File: config.mk
export PLATFORM = sky130hd
export DESIGN_NAME = sub_serial_8bits
export DESIGN_NICKNAME = d
export VERILOG_FILES = /design/src/rtl/sub_serial_8bits_pkg.sv /design/src/rtl/sub_serial_8bits_fullsubtractor.sv /design/src/rtl/sub_serial_8bits.sv
export SDC_FILE = /design/constraint.sdc
export NUM_CORES = 1
export LEC_CHECK = 0
export CAP_MARGIN = 25
export CORE_UTILIZATION = 40
export DETAILED_ROUTE_END_ITERATION = 7
export HOLD_SLACK_MARGIN = 0.15
export PLACE_DENSITY_LB_ADDON = 0.08
export SLEW_MARGIN = 20
export SYNTH_ARGS = -nofsm -noshare
export SYNTH_HDL_FRONTEND = slang
export SYNTH_SLANG_ARGS = --single-unit
File: constraint.sdc
create_clock -name clk -period 3.5 [get_ports clk]
set_input_delay 0.35 -clock clk [delete_from_list [all_inputs] [get_ports clk]]
set_output_delay 0.35 -clock clk [all_outputs]
set_load 0.1 [all_outputs]
File: src/rtl/sub_serial_8bits_pkg.sv
// rtl/sub_serial_8bits_pkg.sv - shared width and FSM encodings for the serial subtractor
package sub_serial_8bits_pkg;

  localparam int WIDTH = 8;
  localparam int CNT_W = 3;

  typedef enum logic [1:0] {
    ST_IDLE = 2'd0,
    ST_SUB  = 2'd1,
    ST_DONE = 2'd2
  } state_t;

endpackage

File: src/rtl/sub_serial_8bits_fullsubtractor.sv
// rtl/sub_serial_8bits_fullsubtractor.sv - one-bit combinational full subtractor
module fullsubtractor (
  input  logic A,
  input  logic B,
  input  logic Bin,
  output logic D,
  output logic Bout
);

  assign D    = A ^ B ^ Bin;
  assign Bout = (~A & B) | (~(A ^ B) & Bin);

endmodule

File: src/rtl/sub_serial_8bits.sv
// rtl/sub_serial_8bits.sv - bit-serial 8-bit subtractor, LSB first, start/done handshake
module sub_serial_8bits
  import sub_serial_8bits_pkg::*;
(
  input  logic             clk,
  input  logic             rst_n,
  input  logic             start,
  input  logic [WIDTH-1:0] A,
  input  logic [WIDTH-1:0] B,
  input  logic             Bin,
  output logic [WIDTH-1:0] D,
  output logic             Bout,
  output logic             busy,
  output logic             done
);

  state_t state, state_next;

  logic [WIDTH-1:0] ra, rb;
  // Holds the first seven result bits; the eighth goes straight into D.
  logic [WIDTH-2:0] rd;
  logic             br;
  logic [CNT_W-1:0] cnt;

  logic load, step, last;
  logic d_bit, b_bit;

  fullsubtractor u_fs (
    .A    (ra[0]),
    .B    (rb[0]),
    .Bin  (br),
    .D    (d_bit),
    .Bout (b_bit)
  );

  assign last = (cnt == CNT_W'(WIDTH - 1));
  assign busy = (state == ST_SUB);
  assign done = (state == ST_DONE);

  always_comb begin
    state_next = state;
    load       = 1'b0;
    step       = 1'b0;
    case (state)
      ST_IDLE: begin
        if (start) begin
          load       = 1'b1;
          state_next = ST_SUB;
        end
      end
      ST_SUB: begin
        step = 1'b1;
        if (last) state_next = ST_DONE;
      end
      ST_DONE: begin
        if (start) begin
          load       = 1'b1;
          state_next = ST_SUB;
        end else begin
          state_next = ST_IDLE;
        end
      end
      default: state_next = ST_IDLE;
    endcase
  end

  always_ff @(posedge clk) begin
    if (!rst_n) begin
      state <= ST_IDLE;
      ra    <= '0;
      rb    <= '0;
      rd    <= '0;
      br    <= 1'b0;
      cnt   <= '0;
      D     <= '0;
      Bout  <= 1'b0;
    end else begin
      state <= state_next;
      if (load) begin
        ra  <= A;
        rb  <= B;
        br  <= Bin;
        cnt <= '0;
      end else if (step) begin
        ra  <= {1'b0, ra[WIDTH-1:1]};
        rb  <= {1'b0, rb[WIDTH-1:1]};
        rd  <= {d_bit, rd[WIDTH-2:1]};
        br  <= b_bit;
        cnt <= cnt + CNT_W'(1);
        // Results only become visible as the final bit completes.
        if (last) begin
          D    <= {d_bit, rd};
          Bout <= b_bit;
        end
      end
    end
  end

endmodule

==> flow_metrics.py <==
metrics = {
    "cells_and_area": {
        "nets": 226,
        "antenna_cells": 0,
        "syn_to_final_growth_pct": 23.7,
        "fill_cells": 346,
        "final_util": 0.539,
        "finalNonFillerCells": 250,
        "drive_above_1_share": 0.0490,
    },
    "yosys": {
        "ys_ff_latch": 38,
        "synth_top_cell_by_area": "dfxtp_1",
        "synth-edff-count": 0,
        "syn-instance-count": 179,
        "yosys_warnings": 0,
        "syn_area_per_cell_um2": 8.44,
        "yosysUniqueCellTypes": 29,
        "ys_seq_area_frac": 0.504,
        "syn-num-nets": 202,
        "ys_top_cells_by_area": "dfxtp_1 (50%), nand2_1 (10%), a21oi_1 (7.0%)",
        "synthArstFlopShare": 0,
        "synth.top_cell.area_share": 0.504,
        "netlist_area_um2": 1510,
        "synth_flop_cell": "dfxtp_1",
    },
    "global_routing": {
        "gr-usage-all-layers": 0.166,
        "globalRouteMet3Util": 0.0616,
        "antenna_found_initial": 0,
        "grt_pass1_vias": 1210,
        "gr-total-overflow": 0,
        "use_met1": 0.193,
        "grt_pass1_wl_mm": 5.19,
        "grt_max_degree": 36,
        "grt_busiest_layer": "met2",
        "met2_usage": 0.279,
    },
    "detailed_routing": {
        "first_iter_violations": 91,
        "wl_per_cell_um": 12.0,
        "ant_nets": 0,
        "num_vias": 1276,
        "avgViaCountPerCell": 5.10,
        "drc": 0,
        "drtPass1Iterations": 4,
        "drt-total-wl_mm": 3.00,
    },
    "setup_path": {
        "worst_ep_arrival_time_ns": 1.88,
        "cp.required_ns": 3.15,
        "crit_path_max_fanout": 5,
        "reg2reg_slack_ns": 1.85,
        "cp-end-kind": "output pin",
        "path_class": "reg -> out",
        "start_kind": "flip-flop",
    },
    "placement": {
        "post-place-ws_ns": 1.33,
        "port_buffers": 30,
        "gp_congestion": 0.679,
        "dp_hpwl_mm": 1.93,
        "dp.cells": 242,
    },
    "floorplan": {
        "row_count": 21,
        "dieArea_um2": 4030,
        "start_util": 0.435,
        "fp.dieH_um": 63.4,
        "core_region_area_um2": 3470,
        "io_pins": 31,
        "die_x_um": 63.4,
    },
    "cts": {
        "cts_tree": "built",
        "cts_buffers": 5,
        "numClockSinks": 38,
        "clk_pin_slew_ns": 0.07,
        "clock_latency_ns": 0.29,
        "cts_resized": 0,
        "cts_root_buf": "clkbuf_8",
        "cts_htree_levels": 2,
        "clockBufferDepth": 2,
        "holdBufCountCts": 0,
        "post-cts-setup-buffers": 0,
    },
    "sta": {
        "finClkSkew_ns": 0.00245,
        "setup_tns_ns": 0,
        "hold_viol": 0,
        "tightest_slew_ns": 0.964,
        "slew_headroom": 0.355,
        "finalCritPeriodShare": 0.638,
        "finalCriticalPeriod_ns": 2.23,
        "setup_viol": 0,
        "max_clock_freq_mhz": 448,
        "fin_hold_ws_ns": 0.453,
        "setup_ws_ns": 1.27,
        "rsz0062_at_grt": "false",
        "drv_slew": 0,
    },
    "pwr": {
        "ir_drop_mv": 0.345,
        "leakagePower_nw": 0.644,
        "power_density_nw_per_um2": 473,
    },
    "worst_hold_path": {
        "hold_class": "reg -> reg",
    },
    "run": {
        "drv_cap": 0,
    },
    "run_status": {
        "status": "finished, final reports clean",
    },
}
## synth_stat cells (2+ instances only)
cell / count
a21oi_1: 21
nor2_1: 3
o22ai_1: 5
nand2b_1: 2
o21ai_0: 6
nor3_1: 11
buf_4: 6
ha_1: 2
a31oi_1: 8
nand3_1: 11
dfxtp_1: 38
nor2b_1: 2
buf_6: 2
nand2_1: 42
buf_2: 5
inv_1: 2
## critical path: stages, from the launching register on
cell	delay, ns
dfxtp_1	0.35
nor2b_1	0.11
clkdlybuf4s50_1	1.13
## area by class of cell
class | instances | area, µm² | area share
clock inverter | 1 | 5.00 | 0.00268
clock buffer | 7 | 86.3 | 0.0462
sequential | 38 | 761 | 0.407
multi-input combinational | 123 | 638 | 0.342
timing repair buffer | 31 | 305 | 0.163
tap | 46 | 57.6 | 0.0308
inverter | 4 | 15.0 | 0.00804
## metal layers
metal  wire length, µm  vias to the layer above  share of wire
met3               168                        4          0.056
met4                38                        0          0.013
li1                  -                      663              -
met2              1380                       26           0.46
met5                 0                        -              0
met1              1420                      583           0.47
## cell families (layout without fill, tap and decap cells)
group | count (synthesis) | in the layout | synth area share
and+or+nand+nor | 72 | 72 | 0.206
AOI/OAI and AO/OA | 46 | 46 | 0.174
DFF | 38 | 38 | 0.504
buffers and inverters | 18 | 43 | 0.0737
adders and majority gates | 3 | 3 | 0.0298
xor gates and xnor gates | 1 | 1 | 0.00580
muxes | 1 | 1 | 0.00663
## final timing paths
| path | end | cells after the start | start |
|---|---|---|---|
| worst max-delay path | done | 2 | state[0] |
| worst min-delay path | D[5] | 2 | D[5] |
| worst max register to register | D[1] | 5 | cnt[0] |
| worst min register to register | D[5] | 2 | D[5] |
## stage by stage
stage	total power [mW]	instance area [µm²]
3_3_place_gp	0.582	1780
4_1_cts	0.891	1870
6_report	0.884	1870
3_5_place_dp	0.584	1780
5_1_grt	0.929	1870
2_1_floorplan	0.556	1510
## power breakdown
part           switching [mW]  leakage, nW  total [mW]  internal, mW
Sequential             0.0112        0.310       0.465         0.454
Combinational          0.0628        0.285       0.110        0.0471
Clock                   0.151       0.0482       0.310         0.159
## layout by cell type (no fill, tap or decap), types with 3 or more instances in the layout
master | synthesis | final
clkbuf_8 | 0 | 6
nand2_1 | 42 | 42
nand3_1 | 11 | 11
nor3_1 | 11 | 11
clkdlybuf4s50_1 | 0 | 29
a21oi_1 | 21 | 21
nor2_1 | 3 | 3
o22ai_1 | 5 | 5
dfxtp_1 | 38 | 38
o21ai_0 | 6 | 6
a31oi_1 | 8 | 8
## registers in the layout (all words and copies together), names as in the netlist
signal / cells
D: 8
ra: 8
rb: 8
rd: 7
cnt: 3
state: 2
Bout: 1
br: 1
Note: power is estimated with default switching activity, not from simulation.
